===== src/rtl/light_tracker_if.sv =====
// light_tracker_if: pixel stream into the tracker and per-frame spot results out.
// master = camera/pixel source side, slave = light_tracker.
interface light_tracker_if;
  logic       frame_start;
  logic       frame_end;
  logic       pix_valid;
  logic [9:0] pix_x;
  logic [9:0] pix_y;
  logic [7:0] pix_luma;

  logic [9:0] X_center_before_r;
  logic [9:0] Y_center_before_r;
  logic [9:0] X_MOVE_right_r;
  logic [9:0] X_MOVE_left_r;
  logic [9:0] Y_MOVE_down_r;
  logic [9:0] Y_MOVE_up_r;
  logic       is_light;
  logic       frame_done;

  modport master (
    output frame_start, frame_end, pix_valid, pix_x, pix_y, pix_luma,
    input  X_center_before_r, Y_center_before_r,
    input  X_MOVE_right_r, X_MOVE_left_r, Y_MOVE_down_r, Y_MOVE_up_r,
    input  is_light, frame_done
  );

  modport slave (
    input  frame_start, frame_end, pix_valid, pix_x, pix_y, pix_luma,
    output X_center_before_r, Y_center_before_r,
    output X_MOVE_right_r, X_MOVE_left_r, Y_MOVE_down_r, Y_MOVE_up_r,
    output is_light, frame_done
  );
endinterface


===== src/rtl/light_tracker.sv =====
// light_tracker: finds the light-gun LED spot in the camera stream as the
// bounding-box midpoint of bright pixels, once per frame, and reports the
// centre, per-axis movement since the last valid centre and a light flag.
// Optional build macro: LIGHT_TRACKER_SMOOTH_EN -- loads the average of the
// new and previous centre (2-tap IIR) instead of the raw centre.
module light_tracker #(
  parameter logic [7:0]  THRESH  = 8'd200,
  parameter logic [18:0] MIN_PIX = 19'd16,
  parameter int          H_ACT   = 640,
  parameter int          V_ACT   = 480
) (
  input logic           Clk,
  input logic           Reset,
  light_tracker_if.slave bus
);

  typedef enum logic [1:0] {IDLE, ACCUM, UPDATE} state_t;

  localparam logic [10:0] H_LIM = 11'(H_ACT);
  localparam logic [10:0] V_LIM = 11'(V_ACT);

  state_t      state_reg;
  logic [9:0]  min_x_reg, max_x_reg, min_y_reg, max_y_reg;
  logic [18:0] cnt_reg;
  logic [9:0]  min_x_next, max_x_next, min_y_next, max_y_next;
  logic [18:0] cnt_next;

  logic [9:0]  center_x_reg, center_y_reg;
  logic [9:0]  right_reg, left_reg, down_reg, up_reg;
  logic        light_reg, done_reg;

  logic        in_area, bright, frame_ok;
  logic [10:0] cx, cy, tgt_x, tgt_y;
  logic signed [10:0] dx, dy, ndx, ndy;
  logic [9:0]  right_next, left_next, down_next, up_next;

  // Bright-pixel qualification: valid, above threshold, inside the active area.
  always_comb begin
    in_area = ({1'b0, bus.pix_x} < H_LIM) && ({1'b0, bus.pix_y} < V_LIM);
    bright  = bus.pix_valid && (bus.pix_luma >= THRESH) && in_area;
  end

  // Next accumulator values: cleared outside ACCUM and on an abandoned frame,
  // otherwise widened by the current bright pixel (frame_end cycle included).
  always_comb begin
    min_x_next = 10'h3FF;
    min_y_next = 10'h3FF;
    max_x_next = '0;
    max_y_next = '0;
    cnt_next   = '0;
    if (state_reg == ACCUM && (bus.frame_end || !bus.frame_start)) begin
      min_x_next = min_x_reg;
      min_y_next = min_y_reg;
      max_x_next = max_x_reg;
      max_y_next = max_y_reg;
      cnt_next   = cnt_reg;
      if (bright) begin
        if (bus.pix_x < min_x_reg) min_x_next = bus.pix_x;
        if (bus.pix_x > max_x_reg) max_x_next = bus.pix_x;
        if (bus.pix_y < min_y_reg) min_y_next = bus.pix_y;
        if (bus.pix_y > max_y_reg) max_y_next = bus.pix_y;
        if (cnt_reg != '1) cnt_next = cnt_reg + 19'd1;
      end
    end
  end

  // Centre and movement for the UPDATE cycle, always relative to the old centre.
  always_comb begin
    frame_ok = (cnt_reg >= MIN_PIX);
    cx = ({1'b0, min_x_reg} + {1'b0, max_x_reg}) >> 1;
    cy = ({1'b0, min_y_reg} + {1'b0, max_y_reg}) >> 1;
`ifdef LIGHT_TRACKER_SMOOTH_EN
    tgt_x = (cx + {1'b0, center_x_reg}) >> 1;
    tgt_y = (cy + {1'b0, center_y_reg}) >> 1;
`else
    tgt_x = cx;
    tgt_y = cy;
`endif
    dx  = $signed(tgt_x) - $signed({1'b0, center_x_reg});
    dy  = $signed(tgt_y) - $signed({1'b0, center_y_reg});
    ndx = -dx;
    ndy = -dy;
    right_next = (dx > 0) ? dx[9:0]  : 10'd0;
    left_next  = (dx < 0) ? ndx[9:0] : 10'd0;
    down_next  = (dy > 0) ? dy[9:0]  : 10'd0;
    up_next    = (dy < 0) ? ndy[9:0] : 10'd0;
  end

  // Frame FSM with registered accumulators and result outputs.
  always_ff @(posedge Clk) begin
    if (Reset) begin
      state_reg    <= IDLE;
      min_x_reg    <= 10'h3FF;
      min_y_reg    <= 10'h3FF;
      max_x_reg    <= '0;
      max_y_reg    <= '0;
      cnt_reg      <= '0;
      center_x_reg <= 10'd320;
      center_y_reg <= 10'd240;
      right_reg    <= '0;
      left_reg     <= '0;
      down_reg     <= '0;
      up_reg       <= '0;
      light_reg    <= 1'b0;
      done_reg     <= 1'b0;
    end else begin
      min_x_reg <= min_x_next;
      min_y_reg <= min_y_next;
      max_x_reg <= max_x_next;
      max_y_reg <= max_y_next;
      cnt_reg   <= cnt_next;
      done_reg  <= 1'b0;
      case (state_reg)
        IDLE: begin
          if (bus.frame_start) state_reg <= ACCUM;
        end
        ACCUM: begin
          if (bus.frame_end) state_reg <= UPDATE;
        end
        UPDATE: begin
          done_reg  <= 1'b1;
          state_reg <= IDLE;
          if (frame_ok) begin
            center_x_reg <= tgt_x[9:0];
            center_y_reg <= tgt_y[9:0];
            right_reg    <= right_next;
            left_reg     <= left_next;
            down_reg     <= down_next;
            up_reg       <= up_next;
            light_reg    <= 1'b1;
          end else begin
            right_reg    <= '0;
            left_reg     <= '0;
            down_reg     <= '0;
            up_reg       <= '0;
            light_reg    <= 1'b0;
          end
        end
        default: state_reg <= IDLE;
      endcase
    end
  end

  assign bus.X_center_before_r = center_x_reg;
  assign bus.Y_center_before_r = center_y_reg;
  assign bus.X_MOVE_right_r    = right_reg;
  assign bus.X_MOVE_left_r     = left_reg;
  assign bus.Y_MOVE_down_r     = down_reg;
  assign bus.Y_MOVE_up_r       = up_reg;
  assign bus.is_light          = light_reg;
  assign bus.frame_done        = done_reg;

endmodule

===== src/flat_wrapper.sv =====
// flat-port wrapper written by rule: the top's interface ports become plain ports
module light_tracker_flat 
#(
  parameter logic [7:0]  THRESH  = 8'd200,
  parameter logic [18:0] MIN_PIX = 19'd16,
  parameter int          H_ACT   = 640,
  parameter int          V_ACT   = 480
)
  (Clk, Reset, bus_frame_start, bus_frame_end, bus_pix_valid, bus_pix_x, bus_pix_y, bus_pix_luma, bus_X_center_before_r, bus_Y_center_before_r, bus_X_MOVE_right_r, bus_X_MOVE_left_r, bus_Y_MOVE_down_r, bus_Y_MOVE_up_r, bus_is_light, bus_frame_done);
  light_tracker_if bus_i ();
  input logic Clk;
  input logic Reset;
  input wire logic [$bits(bus_i.frame_start)-1:0] bus_frame_start;
  input wire logic [$bits(bus_i.frame_end)-1:0] bus_frame_end;
  input wire logic [$bits(bus_i.pix_valid)-1:0] bus_pix_valid;
  input wire logic [$bits(bus_i.pix_x)-1:0] bus_pix_x;
  input wire logic [$bits(bus_i.pix_y)-1:0] bus_pix_y;
  input wire logic [$bits(bus_i.pix_luma)-1:0] bus_pix_luma;
  output wire logic [$bits(bus_i.X_center_before_r)-1:0] bus_X_center_before_r;
  output wire logic [$bits(bus_i.Y_center_before_r)-1:0] bus_Y_center_before_r;
  output wire logic [$bits(bus_i.X_MOVE_right_r)-1:0] bus_X_MOVE_right_r;
  output wire logic [$bits(bus_i.X_MOVE_left_r)-1:0] bus_X_MOVE_left_r;
  output wire logic [$bits(bus_i.Y_MOVE_down_r)-1:0] bus_Y_MOVE_down_r;
  output wire logic [$bits(bus_i.Y_MOVE_up_r)-1:0] bus_Y_MOVE_up_r;
  output wire logic [$bits(bus_i.is_light)-1:0] bus_is_light;
  output wire logic [$bits(bus_i.frame_done)-1:0] bus_frame_done;
  assign bus_i.frame_start = bus_frame_start;
  assign bus_i.frame_end = bus_frame_end;
  assign bus_i.pix_valid = bus_pix_valid;
  assign bus_i.pix_x = bus_pix_x;
  assign bus_i.pix_y = bus_pix_y;
  assign bus_i.pix_luma = bus_pix_luma;
  assign bus_X_center_before_r = bus_i.X_center_before_r;
  assign bus_Y_center_before_r = bus_i.Y_center_before_r;
  assign bus_X_MOVE_right_r = bus_i.X_MOVE_right_r;
  assign bus_X_MOVE_left_r = bus_i.X_MOVE_left_r;
  assign bus_Y_MOVE_down_r = bus_i.Y_MOVE_down_r;
  assign bus_Y_MOVE_up_r = bus_i.Y_MOVE_up_r;
  assign bus_is_light = bus_i.is_light;
  assign bus_frame_done = bus_i.frame_done;
  light_tracker #(.THRESH(THRESH), .MIN_PIX(MIN_PIX), .H_ACT(H_ACT), .V_ACT(V_ACT)) u_core (.Clk(Clk), .Reset(Reset), .bus(bus_i));
endmodule

===== config.mk =====
export PLATFORM = sky130hd
export DESIGN_NAME = light_tracker_flat
export DESIGN_NICKNAME = d
export VERILOG_FILES = /design/src/rtl/light_tracker_if.sv /design/src/rtl/light_tracker.sv /design/src/flat_wrapper.sv
export SDC_FILE = /design/constraint.sdc
export NUM_CORES = 1
export LEC_CHECK = 0
export BUFFER_PORTS_ARGS = -buffer_cell sky130_fd_sc_hd__buf_4
export CAP_MARGIN = 40
export CORE_ASPECT_RATIO = 0.6
export CORE_MARGIN = 2
export CORE_UTILIZATION = 55
export DETAILED_ROUTE_END_ITERATION = 8
export GPL_TIMING_DRIVEN = 0
export MAX_ROUTING_LAYER = met4
export PLACE_DENSITY = 0.76
export REMOVE_ABC_BUFFERS = 1
export SYNTH_ARGS = -nofsm -noshare
export SYNTH_HDL_FRONTEND = slang
export SYNTH_SLANG_ARGS = --single-unit

===== constraint.sdc =====
create_clock -name Clk -period 4.5 [get_ports Clk]
set_input_delay 0.675 -clock Clk [delete_from_list [all_inputs] [get_ports Clk]]
set_output_delay 0.675 -clock Clk [all_outputs]
set_load 0.005 [all_outputs]

==> impl_metrics.csv, run 1 <==
group,metric,value,unit
cells_and_area,fillers,1132,
placement,post-place-cells,1171,
power_and_ir_drop,seqPwrFrac,39.7,%
routing,vias,6775,
synthesis,syn_area,7779,sq um
global_routing,antenna_found_initial,0,
sta,setup_violations,0,
sta,hold_violations,0,
sta,maxSlewHeadroom,44.98,%
cells_and_area,num-nets-final,1115,
critical_path,critical_path.max_fanout,5,
clock_tree,ctsRootBufferMaster,"clkbuf_16",
synthesis,ys_types,86,
cells_and_area,multi_input_area,4916,sq um
synthesis,avgSynthCellArea,8.548,sq um
placement,gp_congestion,0.9070,
power_and_ir_drop,finalPower,2.755,mW
synthesis,synth-main-ff-cell,"dfxtp_1",
power_and_ir_drop,power.density,295.2,nW/um^2
placement,dpl.hpwl,13.85,mm
sta,finalCriticalPeriod,4.129,ns
clock_tree,clockBufferDepth,2,
clock_tree,cts_hold_buf,0,
clock_tree,htreeDepth,4,
floorplanning,start_util,56.57,%
power_and_ir_drop,p_comb_share,5.5,%
global_routing,grt_max_degree,50,
floorplanning,core_area,13750,sq um
synthesis,ys_warn_count,0,
critical_path,critPathArrivalTime,4.41,ns
sta,final.setup.worst_slack,0.3715,ns
cells_and_area,ff_latch_area,2462,sq um
critical_path,crit_required,4.78,ns
routing,drc,0,
global_routing,grt_remaining_overflow,0,
global_routing,grt_pass1_wl,31.55,mm
critical_path,timing.rr.start,"u_core.max_y_reg[0]$_SDFFE_PP0P_",
routing,drt-initial-drc-count,405,
routing,first_pass_iters,5,
power_and_ir_drop,leakage,4.122,nW
power_and_ir_drop,pwr-share-clk,54.8,%
cells_and_area,synthToLayoutAreaGrowth,19.96,%
routing,totalWireLength,19.06,mm
global_routing,grt_usage,26.96,%
floorplanning,die_h,96.12,microns
synthesis,ys_ff_latch,123,
sta,worst_slew_pin_slew,0.8146,ns
sta,rsz0062_at_grt,"false",
sta,clock.fmax,242.2,MHz
sta,clock_skew,0.01046,ns
run_status,status,"finished clean",
clock_tree,cts_resized,0,
sta,drv_slew,0,
critical_path,crit_type,"reg -> reg",
placement,place_area,8690,sq um
clock_tree,post_cts_buffers,0,
sta,final.setup.tns,0,ns
flow_run,maxCapViolCount,0,
clock_tree,numCtsBuffers,17,
synthesis,yosysSeqAreaShare,31.66,%
floorplanning,dieArea,15140,sq um
clock_tree,clock_sinks,123,
sta,finalCritPeriodShare,91.74,%
cells_and_area,final_cells,1203,
critical_path,cp-end-kind,"flip-flop",
power_and_ir_drop,intPower,2.148,mW
routing,ant_nets,0,
floorplanning,ios,95,
synthesis,async_reset_ff_share,0,%
hold_path,hp-class,"reg -> reg",
cells_and_area,diodes,0,
critical_path,start_kind,"flip-flop",
hold_path,hold_start,"u_core.bus.Y_MOVE_down_r[1]$_SDFFE_PP0P_",
cells_and_area,largest_register_ffs,19,
synthesis,syn_inst,910,
critical_path,critPathLaunch,"u_core.max_y_reg[0]$_SDFFE_PP0P_",
power_and_ir_drop,ir_drop,0.0002065,V
power_and_ir_drop,swShare,22.02,%
cells_and_area,finalInstanceArea,9331,sq um
cells_and_area,drive_gt1_share,15.92,%
floorplanning,row_count,33,
placement,port_buffers,91,
floorplanning,die_w,157.5,microns
global_routing,grt_pass1_vias,6452,
clock_tree,clock_latency,0.41,ns
placement,pre_cts_ws,0.4922,ns
routing,wl_per_cell,15.84,microns
synthesis,synth_edf_count,0,
clock_tree,path_clk_slew,0.06,ns
power_and_ir_drop,netSwitchingPower,606.5,uW
routing,vias_per_cell,5.632,
clock_tree,tritoncts,"done",
-- final cells by class --
class	count	share of cell area (%)
tap	192	2.574
clock buffer	20	4.787
sequential	123	26.39
multi-input combinational	679	52.68
inverter	79	3.178
clock inverter	12	2.092
timing repair buffer	98	8.300
-- critical path: stages, from the launching register on --
cell and delay (ns):
dfxtp_1 0.35, and2_1 0.18, fa_1 0.40, a21o_1 0.20, a21oi_1 0.22, o21bai_1 0.12, a2111oi_1 0.54, or3_1 0.21
xnor2_1 0.16, ha_1 0.33, a2111oi_0 0.35, nand3_1 0.12, nand3_1 0.18, nand3b_1 0.14, o31ai_1 0.39, o21ai_0 0.12
-- through the flow --
stage / hold WS (ns) / util, %
after global routing: 0.4775 / 67.87
after global placement: 0.4423 / 62.41
final: 0.4507 / 67.87
after CTS: 0.4518 / 67.87
after detailed placement: 0.4443 / 63.20
after floorplan: 0.4239 / -
-- routing by layer --
layer | wire, microns | GRT usage (%) | share of wire [%] | vias to the layer above
li1 | - | - | - | 3442
met1 | 9580 | 36.86 | 50 | 3158
met2 | 8413 | 42.03 | 44 | 159
met3 | 922 | 4.457 | 4.8 | 16
met4 | 139 | 6.288 | 0.73 | 0
met5 | 0 | - | 0 | -
-- cell usage in the layout (no fill, tap or decap), types with 4 or more instances in the layout --
master,count
a211o_1,21
a211oi_1,14
a21o_1,18
a21oi_1,44
a22o_1,7
a22oi_1,15
and2_1,10
and3_1,24
buf_4,92
bufinv_16,5
clkbuf_16,17
clkinv_2,4
dfxtp_1,123
fa_1,4
ha_1,80
inv_1,79
mux2i_1,20
nand2_1,62
nand2b_1,11
nand3_1,19
nand4_1,8
nor2_1,93
nor2b_1,7
nor3_1,18
nor4_1,4
o211ai_1,8
o21a_1,8
o21ai_0,35
o21ai_1,7
o21bai_1,4
o31ai_1,5
or3_1,10
xnor2_1,29
xor2_1,20
-- final timing paths --
| path | to | slack (ns) | cells past startpoint |
|---|---|---|---|
| max | u_core.bus.Y_MOVE_down_r[0]$_SDFFE_PP0P_ | 0.37 | 15 |
| min | u_core.bus.Y_MOVE_down_r[1]$_SDFFE_PP0P_ | 0.45 | 2 |
| max reg2reg | u_core.bus.Y_MOVE_down_r[0]$_SDFFE_PP0P_ | 0.37 | 15 |
| min reg2reg | u_core.bus.Y_MOVE_down_r[1]$_SDFFE_PP0P_ | 0.45 | 2 |
-- cell usage after synthesis (all sizes together), types with 21 or more instances --
cell,instances,share of area [%]
dfxtp,123,32
xnor2,30,3.5
ha,80,13
o21ai,43,2.8
a21oi,47,3.2
nand2,64,3.2
and3,24,1.9
a211o,21,2.4
inv,79,3.8
nor2,94,4.6
nand3,21,1.4
-- power groups by stage --
stage	Clock, mW	Combinational (mW)	Sequential (mW)
floorplan	0	0.0824	1.12
global placement	0	0.141	1.12
detailed placement	0	0.148	1.12
CTS	1.52	0.151	1.09
global route	1.57	0.169	1.09
finish	1.51	0.152	1.09
-- cells by family after synthesis --
| group | after synthesis | synth area share, % |
|---|---|---|
| flip-flops | 123 | 31.66 |
| multiplexers | 21 | 2.718 |
| XOR/XNOR | 50 | 5.726 |
| adder cells (fa/ha/maj) | 84 | 13.90 |
| AO/OA/AOI/OAI | 228 | 21.47 |
| AND/OR/NAND/NOR | 296 | 19.16 |
| buffers and inverters | 108 | 5.372 |
Note: power is estimated with default switching activity, not from simulation.
==> run 2: changes to the inputs <==
- BUFFER_PORTS_ARGS: -buffer_cell sky130_fd_sc_hd__buf_4 -> default
- DONT_BUFFER_PORTS: default -> 1
- PLACE_DENSITY: 0.76 -> 0.73
- clock period: 4.5 -> 3.55 ns (I/O delays scaled with it)
==> run 2 against run 1 <==
Effect of this change:
- largest power group unchanged
- count of clock-buffer cells in the layout fell by 1
- power rose by 23%
- utilization fell by 0.53 points
- non-clock buffer count fell by 64
- combinational power rose by 9%
- worst setup slack got worse by 0.35 ns
==> impl_metrics.csv, run 2 (synthesis results as in run 1) <==
group,metric,value,unit
run_status,status,"finished clean",
floorplanning,dieArea,15140,sq um
hold_path,hp-class,"in -> reg",
cells_and_area,mostFrequentLayoutCell,"dfxtp_1",
cells_and_area,fillers,1082,
critical_path,crit_required,3.85,ns
routing,first_pass_iters,5,
cells_and_area,finalInstanceArea,9259,sq um
power_and_ir_drop,leakage,3.872,nW
global_routing,grt_usage,25.98,%
routing,totalWireLength,19.31,mm
sta,final.setup.tns,0,ns
critical_path,cp-end-kind,"flip-flop",
floorplanning,die_w,157.5,microns
clock_tree,tritoncts,"done",
cells_and_area,largest_register_ffs,19,
sta,clock.fmax,283.4,MHz
sta,rsz0062_at_grt,"true",
floorplanning,start_util,56.57,%
sta,worst_slew_pin_slew,0.9457,ns
routing,ant_nets,0,
hold_path,hold_path_depth,1,
routing,wl_per_cell,16.97,microns
clock_tree,clockBufferDepth,2,
sta,maxSlewHeadroom,36.13,%
power_and_ir_drop,ir_drop,0.0002696,V
global_routing,grt_remaining_overflow,0,
critical_path,start_kind,"flip-flop",
placement,post-place-cells,1080,
global_routing,grt_pass1_wl,30.55,mm
cells_and_area,ff_latch_area,2474,sq um
cells_and_area,mostFrequentLayoutCells,"dfxtp_1 (116), nor2_1 (90), inv_1 (77)",
floorplanning,ios,95,
global_routing,grt_pass1_vias,6187,
cells_and_area,num-nets-final,1051,
clock_tree,htreeDepth,4,
cells_and_area,synthToLayoutAreaGrowth,19.03,%
sta,clock_skew,0.01289,ns
floorplanning,die_h,96.12,microns
cells_and_area,multi_input_area,5335,sq um
clock_tree,clock_sinks,123,
routing,drt-initial-drc-count,368,
critical_path,ff2ff_path_depth,17,
sta,finalCriticalPeriod,3.529,ns
clock_tree,path_clk_slew,0.06,ns
clock_tree,clock_latency,0.42,ns
cells_and_area,utilization,67.34,%
flow_run,maxCapViolCount,0,
placement,place_area,8006,sq um
placement,dpl.hpwl,13.37,mm
routing,drc,0,
critical_path,critical_path.max_fanout,4,
routing,vias_per_cell,5.851,
clock_tree,numCtsBuffers,17,
critical_path,critPathArrivalTime,3.83,ns
global_routing,antenna_found_initial,0,
clock_tree,ctsRootBufferMaster,"clkbuf_16",
global_routing,grt_max_degree,50,
cells_and_area,diodes,0,
power_and_ir_drop,power.density,365.7,nW/um^2
sta,drv_slew,0,
cells_and_area,final_cells,1138,
critical_path,crit_type,"reg -> reg",
sta,hold_violations,0,
placement,gp_congestion,0.8430,
sta,setup_violations,0,
floorplanning,row_count,33,
placement,port_buffers,0,
sta,finalCritPeriodShare,99.40,%
floorplanning,core_area,13750,sq um
cells_and_area,drive_gt1_share,16.70,%
routing,vias,6659,
[run 2: cell count changes in the layout (fill, tap and decap cells not counted), sizes merged]
cell	change
buf	-64
bufinv	-1
clkbuf	-1
clkinvlp	+1
[run 2: path summary, 6_finish.rpt]
path / from / endpoint / slack, ns
max: u_core.max_x_reg[1]$_SDFFE_PP0P_ / u_core.bus.X_MOVE_right_r[1]$_SDFFE_PP0P_ / 0.02
max reg2reg: u_core.max_x_reg[1]$_SDFFE_PP0P_ / u_core.bus.X_MOVE_right_r[1]$_SDFFE_PP0P_ / 0.02
min reg2reg: u_core.state_reg[1]$_SDFFE_PP0P_ / u_core.state_reg[0]$_SDFFE_PP0P_ / 0.46
min: Reset / u_core.bus.frame_done$_SDFF_PP0_ / 0.18
[run 2: area by class of cell]
class,count,area share [%]
multi-input cells,679,57.62
clock inverters,12,1.865
inverters,79,3.203
well taps,192,2.595
repair buffers,34,3.216
clock buffers,19,4.784
flip-flops and latches,123,26.72
[run 2: critical path: stages (launching register included)]
cell      delay, ns
dfxtp_2        0.35
inv_2          0.05
fa_2           0.41
nor2b_2        0.14
o21ai_2        0.08
a21boi_2       0.15
o21a_1         0.17
o41a_1         0.20
xor2_2         0.21
ha_4           0.25
a21o_1         0.17
or3_1          0.31
o21a_1         0.23
buf_4          0.15
o211ai_1       0.08
nand2_1        0.11
nor3_4         0.25
o31ai_1        0.09
[run 2: metal layers]
metal / GRT usage (%) / vias to the layer above / routed length [microns]
met3: 6.754 / 26 / 1277
met1: 35.72 / 3144 / 9537
li1: - / 3312 / -
met4: 5.682 / 0 / 257
met2: 38.39 / 177 / 8238
met5: - / - / 0
[run 2: power by group]
part | switching, mW | total (mW) | internal [mW]
Sequential | 0.00270 | 1.39 | 1.38
Clock | 0.649 | 1.84 | 1.19
Combinational | 0.0953 | 0.165 | 0.0694
[run 2: through the flow]
| step | power [mW] | worst slack [ns] | hold WS, ns |
|---|---|---|---|
| final | 3.386 | 0.02146 | 0.1845 |
| after global routing | 3.477 | -0.1644 | 0.1768 |
| after CTS | 3.386 | -0.003134 | 0.1784 |
| after detailed placement | 1.555 | -0.4717 | 0.4487 |
| after global placement | 1.548 | -0.4329 | 0.4546 |
| after floorplan | 1.520 | 0.03698 | 0.4239 |
[run 2: repair_timing]
action,4_1_cts,5_1_grt
resized for setup,42,51
setup endpoints to repair,33,36
hold buffers,0,0
pin swaps,27,31
setup buffers,17,11
